`config.mk`:
```
export PLATFORM = sky130hd
export DESIGN_NAME = div_issue_queue
export DESIGN_NICKNAME = d
export VERILOG_FILES = /design/src/rtl/div_issue_queue.sv
export SDC_FILE = /design/constraint.sdc
export NUM_CORES = 1
export LEC_CHECK = 0
export ABC_AREA = 1
export CORE_ASPECT_RATIO = 1.4
export CORE_UTILIZATION = 55
export DETAILED_ROUTE_END_ITERATION = 16
export DONT_BUFFER_PORTS = 1
export PLACE_DENSITY = 0.73
export SYNTH_ARGS = -nofsm -noshare
export SYNTH_HDL_FRONTEND = slang
export SYNTH_SLANG_ARGS = --single-unit
```
`constraint.sdc`:
```
create_clock -name clk_sys -period 2.15 [get_ports clk_sys]
set_input_delay 0.215 -clock clk_sys [delete_from_list [all_inputs] [get_ports clk_sys]]
set_output_delay 0.215 -clock clk_sys [all_outputs]
set_load 0.05 [all_outputs]
```
`src/rtl/div_issue_queue.sv`:
```
// div_issue_queue: request FIFO, divider slot tagging and in-order result
// collection for a 16/8 unsigned serial divider.
module div_issue_queue #(
    parameter int unsigned DEPTH = 4
) (
    input  logic                      clk_sys,
    input  logic                      reset_sys,
    input  logic                      flush,
    input  logic                      s_valid,
    output logic                      s_ready,
    input  logic [15:0]               s_divident,
    input  logic [7:0]                s_divisor,
    input  logic                      div_in_valid,
    input  logic                      div_out_valid,
    input  logic [15:0]               div_q,
    input  logic [7:0]                div_remain,
    output logic [15:0]               div_divident,
    output logic [7:0]                div_divisor,
    output logic                      div_reset_sync,
    output logic                      m_valid,
    output logic [15:0]               m_q,
    output logic [7:0]                m_remain,
    output logic                      m_div_zero,
    output logic [$clog2(DEPTH):0]    level
);

    localparam int unsigned PTR_W = $clog2(DEPTH);
    localparam int unsigned LVL_W = $clog2(DEPTH) + 1;
    localparam int unsigned DVD_W = 16;
    localparam int unsigned DVS_W = 8;

    // One queued request.
    typedef struct packed {
        logic [DVD_W-1:0] divident;
        logic [DVS_W-1:0] divisor;
    } req_t;

    // Per-slot tag: whether the slot carries a real request, and whether its divisor is zero.
    typedef struct packed {
        logic is_real;
        logic zero;
    } tag_t;

    req_t             mem [DEPTH];
    req_t             head;
    logic [PTR_W-1:0] wr_ptr;
    logic [PTR_W-1:0] rd_ptr;
    tag_t [1:0]       tags;
    logic             wr_en;
    logic             rd_en;
    logic             not_empty;
    logic             collect;

    // Handshake and issue decisions; flush overrides both.
    always_comb begin
        not_empty = (level != '0);
        s_ready   = (level != LVL_W'(DEPTH));
        wr_en     = s_valid && s_ready && !flush;
        rd_en     = div_in_valid && not_empty && !flush;
        collect   = div_out_valid && tags[1].is_real && !flush;
    end

    // Head of the queue presented to the divider, zero while empty.
    always_comb begin
        head         = mem[rd_ptr];
        div_divident = '0;
        div_divisor  = '0;
        if (not_empty) begin
            div_divident = head.divident;
            div_divisor  = head.divisor;
        end
    end

    // Queue storage; contents need no reset, validity is tracked by level.
    always_ff @(posedge clk_sys) begin
        if (wr_en) begin
            mem[wr_ptr] <= {s_divident, s_divisor};
        end
    end

    // Read/write pointers and occupancy.
    always_ff @(posedge clk_sys or posedge reset_sys) begin
        if (reset_sys) begin
            wr_ptr <= '0;
            rd_ptr <= '0;
            level  <= '0;
        end else if (flush) begin
            wr_ptr <= '0;
            rd_ptr <= '0;
            level  <= '0;
        end else begin
            if (wr_en) begin
                wr_ptr <= wr_ptr + PTR_W'(1);
            end
            if (rd_en) begin
                rd_ptr <= rd_ptr + PTR_W'(1);
            end
            unique case ({wr_en, rd_en})
                2'b10:   level <= level + LVL_W'(1);
                2'b01:   level <= level - LVL_W'(1);
                default: level <= level;
            endcase
        end
    end

    // Slot tags follow the divider's sampling strobe; tags[1] is the slot whose result is next.
    always_ff @(posedge clk_sys or posedge reset_sys) begin
        if (reset_sys) begin
            tags <= '0;
        end else if (flush) begin
            tags <= '0;
        end else if (div_in_valid) begin
            tags[1] <= tags[0];
            tags[0] <= tag_t'{is_real: rd_en, zero: (div_divisor == '0)};
        end
    end

    // Result capture: only real slots produce a pulse; data holds between pulses.
    always_ff @(posedge clk_sys or posedge reset_sys) begin
        if (reset_sys) begin
            m_valid    <= 1'b0;
            m_q        <= '0;
            m_remain   <= '0;
            m_div_zero <= 1'b0;
        end else if (flush) begin
            m_valid    <= 1'b0;
            m_q        <= '0;
            m_remain   <= '0;
            m_div_zero <= 1'b0;
        end else begin
            m_valid <= collect;
            if (collect) begin
                m_q        <= div_q;
                m_remain   <= div_remain;
                m_div_zero <= tags[1].zero;
            end
        end
    end

    // Divider reset: asserted through reset and for the one cycle after a flush.
    always_ff @(posedge clk_sys or posedge reset_sys) begin
        if (reset_sys) begin
            div_reset_sync <= 1'b1;
        end else begin
            div_reset_sync <= flush;
        end
    end

endmodule

```
* After elaboration in Yosys (flattened, before gate mapping)
Memory sizes are Yosys's and may differ from the RTL's. Index checks and enable logic that the tools add are counted.
Word-level totals: register bits after elaboration 38, memory bits (writable) 96, input port bits 54, word-level logic and storage cells 53, memories kept 1
Memory list:
- mem | depth 4, width 24, rd ports 1, clocked after Yosys merged registers in 0, wr ports 1, line 44 | req_t mem [DEPTH];
Operators by class: add/subtract/negate cells 4, equality and inequality tests 3, mux-type cells 19, reduce and logical (&&, ||, !) cells 14
Operator list (count):
- two-way mux 16 bit | 3
- two-way mux 8 bit | 3
- zero test 8 bit | 1
- two-way mux 2 bit | 4
- two-way mux 4 bit | 2
- nonzero test 2 bit | 4
- logical AND 1 bit | 6
- one-hot mux 3 bit (2 select lines) | 1
- nonzero test 3 bit | 2
- two-way mux 1 bit | 5
- adder 2 x 1 -> 2 bit (second input constant) | 2
- adder 3 x 1 -> 3 bit (second input constant) | 1
- two-way mux 3 bit | 1
- != test 3 bit (second input constant) | 1
- subtractor 3 x 1 -> 3 bit (second input constant) | 1
- equality test 2 x 1 -> 1 bit (second input constant) | 1
- equality test 2 bit (second input constant) | 1
- zero test 1 bit | 1

* Depth between registers and ports, before layout
Gate-level depths: netlist of run 1.
depth in word-level cells 6, depth in mapped cells 12, depth with buffers taken out 12

* Worst setup path before layout of run 1
No wires, ideal clock.
path kind register to register, start register level[0], end memory mem[0][0] (netlist bit), enable pin, library setup time 0.405 ns, data arrival time 2.794 ns, required time 1.745 ns, path slack -1.049 ns, stages on the path, launching flop included 7, path buffers 0, clock period less this slack 3.199 ns, cells stage by stage dfrtp_1 -> inv_1 -> nand3_1 -> nand2_1 -> nor2_1 -> inv_1 -> nor2_1
On the way: cells in the longest elaborated chain, start to end 5
Ends and longest elaborated chain:
- start: declaration | line 24 | output logic [$clog2(DEPTH):0] level
- start signal: assignment | line 99 | 2'b10: level <= level + LVL_W'(1);
- start signal: assignment | line 100 | 2'b01: level <= level - LVL_W'(1);
- start signal: assignment | line 101 | default: level <= level;
- != test 3 bit | line 57 | s_ready = (level != LVL_W'(DEPTH));
- net s_ready | line 10 | output logic s_ready,
- logical AND 1 bit (2 in a row) | line 58 | wr_en = s_valid && s_ready && !flush;
- two-way mux 1 bit | line 76 | if (wr_en) begin
- two-way mux 1 bit (not written as such) | line 77 | mem[wr_ptr] <= {s_divident, s_divisor};
- end: declaration | line 44
The timed path passes the listed nets, and every way through them passes these cells.

* Worst setup path in the final report of run 1
start register rd_ptr[0], end output div_divisor[1]
On the way: cells in the longest elaborated chain, start to end 2
Ends and longest elaborated chain:
- start: declaration | line 47 | logic [PTR_W-1:0] rd_ptr;
- start signal: assignment | line 96 | rd_ptr <= rd_ptr + PTR_W'(1);
- memory (4 x 24 bit)
- two-way mux 8 bit | line 68 | if (not_empty) begin
- end: declaration | line 18 | output logic [7:0] div_divisor,
Every way passes these cells.

==> flow_summary.ini, run 1 <==
[power_and_ir_drop]
leakage_nw = 2.98
power.internal_mw = 5.92
combPwrFrac_pct = 34.3
power.total_mw = 9.39
clkPwrFrac_pct = 32.4
seqPwrFrac_pct = 33.3
power_switching_mw = 3.47
peakVddDrop_mv = 0.820
power.density_mw_per_mm2 = 1320
switching_share_pct = 36.9

[placed_design]
dpl-instance-area_mm2 = 0.00591
gp_congestion = 0.793
place_hpwl_um = 6780
port_buffers = 0

[routing]
routedWlPerCell_um = 16.8
ant_nets = 0
drc_errors = 0
num_vias = 3973
vias_per_cell = 5.41
dr.first_iter.drc_count = 345
wl_um = 12300
drt_first_pass_iters = 5

[clocking]
clkSinkCount = 134
cts_setup_buffers = 0
cts_root_buffer = clkbuf_16
clk_pin_slew_worst_paths_ns = 0.06
numCtsBuffers = 17
cts_tree = yes
h-tree-depth = 4
clock_path_buffers = 2
clock_insertion_delay_worst_skew_ns = 0.41

[setup_path]
max_stage_delay_ns = 0.47
crit_slowest_cell = dfrtp_2
reg2reg_slack_ns = 0.28
crit_arrival_ns = 1.98
crit_path_cell_trace = clkbuf_16 > o21ai_0 > o21ai_1 > nand2_1 > clkinvlp_4
worst_setup_path_end_kind = output port
required_ns = 1.93
crit_type = reg -> out
worst_setup_path_start_kind = flip-flop
cp_max_fo = 24

[hold_path]
hp-class = in -> reg

[run]
maxCapViolCount = 0

[logic_synthesis]
synth_nets = 562
synth.distinct_cells = 22
postSynthAreaPerCell_um2 = 10.9
synth_warnings = 0
synthCells = 503
ys_seq_elements = 134
yosysSeqAreaShare_pct = 70.1
synth_area_mm2 = 0.00547

[die]
core_mm2 = 0.00956
placementRows = 42
num_io_pins = 109
die_area_mm2 = 0.0104
start_util_pct = 57.2
dieHeight_um = 120
die_w_um = 86.3

[global_route]
grt_max_degree = 50
grt_pass1_vias = 4036
track_usage_pct = 25.2
overflow = 0
grt_pass1_wl_um = 19300
antenna_found_initial = 1

[timing]
max_clock_freq_ghz = 0.456
fin_ws_ns = -0.0431
fin_worst_skew_ns = 0.00785
finalCritPeriodShare_pct = 102
finalSetupTns_ns = -0.0431
finalHoldViolations = 0
maxSlewViolCount = 0
setup_viol = 1
worst-slew-pin-transition_ns = 0.946
fin_crit_ns = 2.19
maxSlewHeadroom_pct = 36.9
worst_hold_slack_ns = 0.0111

[finish]
area_delta_synth_final_pct = 30.4
final_cell_area_mm2 = 0.00713
drive_gt1_share_pct = 15.3
nNetsFinal = 648
final_common_cell = nand2_1
fin_util_pct = 74.6
layout_common_cells = nand2_1, edfxtp_1, nor2_1

[outcome]
status = finished with violations
failed_checks = setup timing
## synth_stat cells
cell / n / area share (%)
nand2_1: 115 / 7.9
edfxtp_1: 96 / 53
nor2_1: 81 / 5.6
o21ai_0: 41 / 3.8
nand3_1: 38 / 3.5
dfrtp_1: 37 / 17
inv_1: 34 / 2.3
a21oi_1: 18 / 1.6
buf_2: 8 / 0.73
clkbuf_1: 8 / 0.55
o21ai_1: 6 / 0.55
buf_4: 5 / 0.69
ha_1: 4 / 0.92
buf_6: 2 / 0.41
inv_2: 2 / 0.14
nor2_2: 2 / 0.23
a22o_1: 1 / 0.16
dfstp_2: 1 / 0.48
fa_1: 1 / 0.37
nand3_2: 1 / 0.18
nand3b_1: 1 / 0.14
xnor2_1: 1 / 0.16
## cell families after synthesis
group	Yosys count	share of synthesized area (%)
AOI/OAI and AO/OA	66	6.11
adders and majority gates	5	1.28
xor gates and xnor gates	1	0.160
buffers and inverters	59	4.85
DFF	134	70.1
and+or+nand+nor	238	17.5
## critical path: cells and delay by family, from the launching register on
kind | cells | cell delay [ns]
compound gates | 2 | 0.44
buf+inv | 2 | 0.50
simple gates | 1 | 0.14
flops | 1 | 0.47
## path summary, 6_finish.rpt
| kind | startpoint | to | cells after the start |
|---|---|---|---|
| max reg2reg | level[1] | level[2] | 12 |
| min in group asynchronous | reset_sys | m_remain[0] | 3 |
| min reg2reg | tags[0] | tags[2] | 2 |
| max in group asynchronous | reset_sys | level[1] | 3 |
| min | flush | tags[2] | 3 |
| max | rd_ptr[0] | div_divisor[1] | 5 |
## metrics by stage
step | setup slack [ns] | cells
after floorplan | -0.0525 | 503
after global placement | 0.400 | 650
after detailed placement | 0.276 | 650
after CTS | 0.00113 | 733
after global routing | -0.136 | 735
final | -0.0431 | 735
## layout make-up
class	count	area [um^2]
fill	617	2430
antenna	1	2.50
multi-input combinational	310	1420
clock buffer	20	457
tap	132	165
inverter	36	151
sequential	134	3840
clock inverter	12	176
timing repair buffer	90	923
## flip-flops by register name, indices dropped and copies added (netlist names)
| name | flops |
|---|---|
| mem | 96 |
| rd_ptr | 2 |
| wr_ptr | 2 |
| div_reset_sync | 1 |
| m_remain | 8 |
| tags | 4 |
| level | 3 |
| m_valid | 1 |
| m_q | 16 |
| m_div_zero | 1 |
## power groups by stage
stage / logic, mW / registers (mW) / clock network [mW]
6_report: 3.22 / 3.13 / 3.04
5_1_grt: 3.45 / 3.14 / 3.17
4_1_cts: 3.11 / 3.11 / 3.06
3_5_place_dp: 2.98 / 3.16 / 0
3_3_place_gp: 2.93 / 3.15 / 0
2_1_floorplan: 2.06 / 3.24 / 0
## per-layer routing
layer	global-route usage, %	wire, um
met1	29.0	4610
met2	43.3	6600
met3	7.43	897
met4	11.1	237
met5	0	0
## timing repair
item | CTS | global route
setup endpoints to repair | 8 | 21
gates cloned | 0 | 1
resized for setup | 4 | 12
hold buffers | 51 | 0
endpoints found under the hold margin | 162 | 0
No activity file was read; power rests on OpenSTA's default activity.
==> run 2: changes to the inputs <==
Clock period 2.15 ns to 1.8 ns, I/O delays scaled along.
==> run 2 against run 1 <==
The flow still finishes with violations (setup timing). Via count increased by 6.3%. Die area is the same. Cell area rose by 9.4%. Register-to-register slack worse by 0.34 ns. Critical endpoint is now div_divident[5]. Non-clock buffer count rose by 29. Global-route usage up 2.8 points. Critical path depth up 1. Wire length up 13%. Total power rose by 30%. Final cell count is 3.8% higher.
==> flow_summary.ini, run 2 (synthesis results as in run 1) <==
[outcome]
status = finished with violations
failed_checks = setup timing

[clocking]
clock_path_buffers = 2
cts_root_buffer = clkbuf_16
clk_pin_slew_worst_paths_ns = 0.05
cts_tree = yes
clkSinkCount = 134
clock_insertion_delay_worst_skew_ns = 0.41
h-tree-depth = 4
numCtsBuffers = 17

[die]
num_io_pins = 109
die_area_mm2 = 0.0104
core_mm2 = 0.00956
dieHeight_um = 120
placementRows = 42
start_util_pct = 57.2
die_w_um = 86.3

[setup_path]
crit_path_cell_trace = inv_4 > nand3b_1 > buf_6 > clkinvlp_4 > buf_16 > a21oi_4
crit_buf_inv = 4
cp_top_family = buffers and inverters
required_ns = 1.62
crit_type = reg -> out
crit_arrival_ns = 1.82
worst_setup_path_end_kind = output port
crit_slowest_cell = dfrtp_2
worst_setup_path_start_kind = flip-flop
cp_max_fo = 8
max_stage_delay_ns = 0.38

[placed_design]
gp_congestion = 0.820
dpl-instance-area_mm2 = 0.00612
pre_cts_slack_ns = 0.0686
port_buffers = 0
place_hpwl_um = 7390

[timing]
worst_hold_slack_ns = 0.0340
finalCritPeriodShare_pct = 111
setup_viol = 25
rsz0062_at_grt = true
finalHoldViolations = 0
maxSlewViolCount = 0
fin_ws_ns = -0.199
worst-slew-pin-transition_ns = 0.507
max_clock_freq_ghz = 0.500
finalSetupTns_ns = -3.85
fin_worst_skew_ns = 0.0103
maxSlewHeadroom_pct = 66.2
fin_crit_ns = 2.00

[routing]
vias_per_cell = 5.54
drc_errors = 0
ant_nets = 0
wl_um = 13900
num_vias = 4224
drt_first_pass_iters = 8
routedWlPerCell_um = 18.2
dr.first_iter.drc_count = 364

[global_route]
track_usage_pct = 28.1
grt_pass1_wl_um = 21300
grt_max_degree = 39
overflow = 0
antenna_found_initial = 0
grt_pass1_vias = 4401

[finish]
multi_input_area_mm2 = 0.00176
top_register = mem
area_delta_synth_final_pct = 42.7
nNetsFinal = 677
largest_reg_flops = 96
final_cell_area_mm2 = 0.00780
top_regs = mem (96), m_q (16), m_remain (8)
layout_common_cells = nand2_1, edfxtp_1, nor2_1
drive_gt1_share_pct = 29.6
n_antenna_cell = 0
seqCellArea_mm2 = 0.00384
final_common_cell = nand2_1
num-fill-cells = 488

[power_and_ir_drop]
peakVddDrop_mv = 0.892
power.total_mw = 12.2
leakage_nw = 3.22
power.density_mw_per_mm2 = 1570

[run]
maxCapViolCount = 0

[hold_path]
hp-class = in -> reg
==> run 2: cell types whose count changed in the layout (fill, tap and decap cells not counted), moves of 7 or more <==
| cell | previous run | this run |
|---|---|---|
| o21ai_1 | 6 | 24 |
| nand2_1 | 115 | 108 |
| a21oi_4 | 0 | 14 |
| o21ai_0 | 41 | 5 |
| a21oi_1 | 17 | 2 |
| nor2_1 | 76 | 59 |
| buf_6 | 2 | 12 |
| buf_4 | 28 | 35 |
| o21ai_2 | 0 | 18 |
| nor2_2 | 3 | 14 |
==> run 2: path summary, 6_finish.rpt <==
kind / from / to / slack (ns) / depth (start not counted)
worst min-delay path: s_valid / wr_ptr[1] / 0.03 / 3
worst min register to register: tags[0] / tags[2] / 0.48 / 2
max in group asynchronous: reset_sys / level[1] / 1.14 / 3
worst max register to register: level[1] / level[2] / -0.06 / 12
min in group asynchronous: reset_sys / m_valid / 0.31 / 3
worst max-delay path: level[1] / div_divident[5] / -0.20 / 6
==> run 2: repair_timing <==
item,4_1_cts,5_1_grt
setup endpoints to repair,24,26
gates cloned,5,1
hold buffers,51,0
pin swaps,23,32
gates resized for setup,100,44
buffers inserted,18,8
hold endpoints to repair,162,0
==> run 2: per-layer routing <==
metal	up-vias	GRT usage (%)	routed length, um
li1	1924	-	-
met1	2066	30.0	5160
met2	206	50.6	7610
met3	28	8.05	891
met4	0	12.5	254
met5	-	0	0
==> run 2: worst reg2reg max path: cells and delay by family, from the launching register on <==
kind                       cells  cell delay (ns)
and+or+nand+nor                7             0.48
xor gates and xnor gates       1             0.19
buffers and inverters          3             0.29
DFF                            1             0.42
adders and majority gates      1             0.38
==> run 2: report_power, final <==
group	switching, mW	total [mW]	internal (mW)
logic	3.35	5.33	1.98
clock network	1.30	3.15	1.85
registers	0.204	3.74	3.54
total	4.86	12.2	7.36
==> run 2: final cells by class <==
| cell class | instances | share of cell area (%) |
|---|---|---|
| Multi-Input combinational cell | 310 | 22.5 |
| Sequential cell | 134 | 49.2 |
| Inverter | 36 | 2.05 |
| Clock buffer | 18 | 5.77 |
| Tap cell | 132 | 2.12 |
| Clock inverter | 14 | 1.27 |
| Timing Repair Buffer | 119 | 17.1 |
==> run 2: per-stage QoR <==
step | util [%] | std cells
final | 81.6 | 763
after global routing | 81.6 | 763
after CTS | 80.3 | 759
after detailed placement | 64.0 | 653
after global placement | 64.0 | 653
after floorplan | - | 503
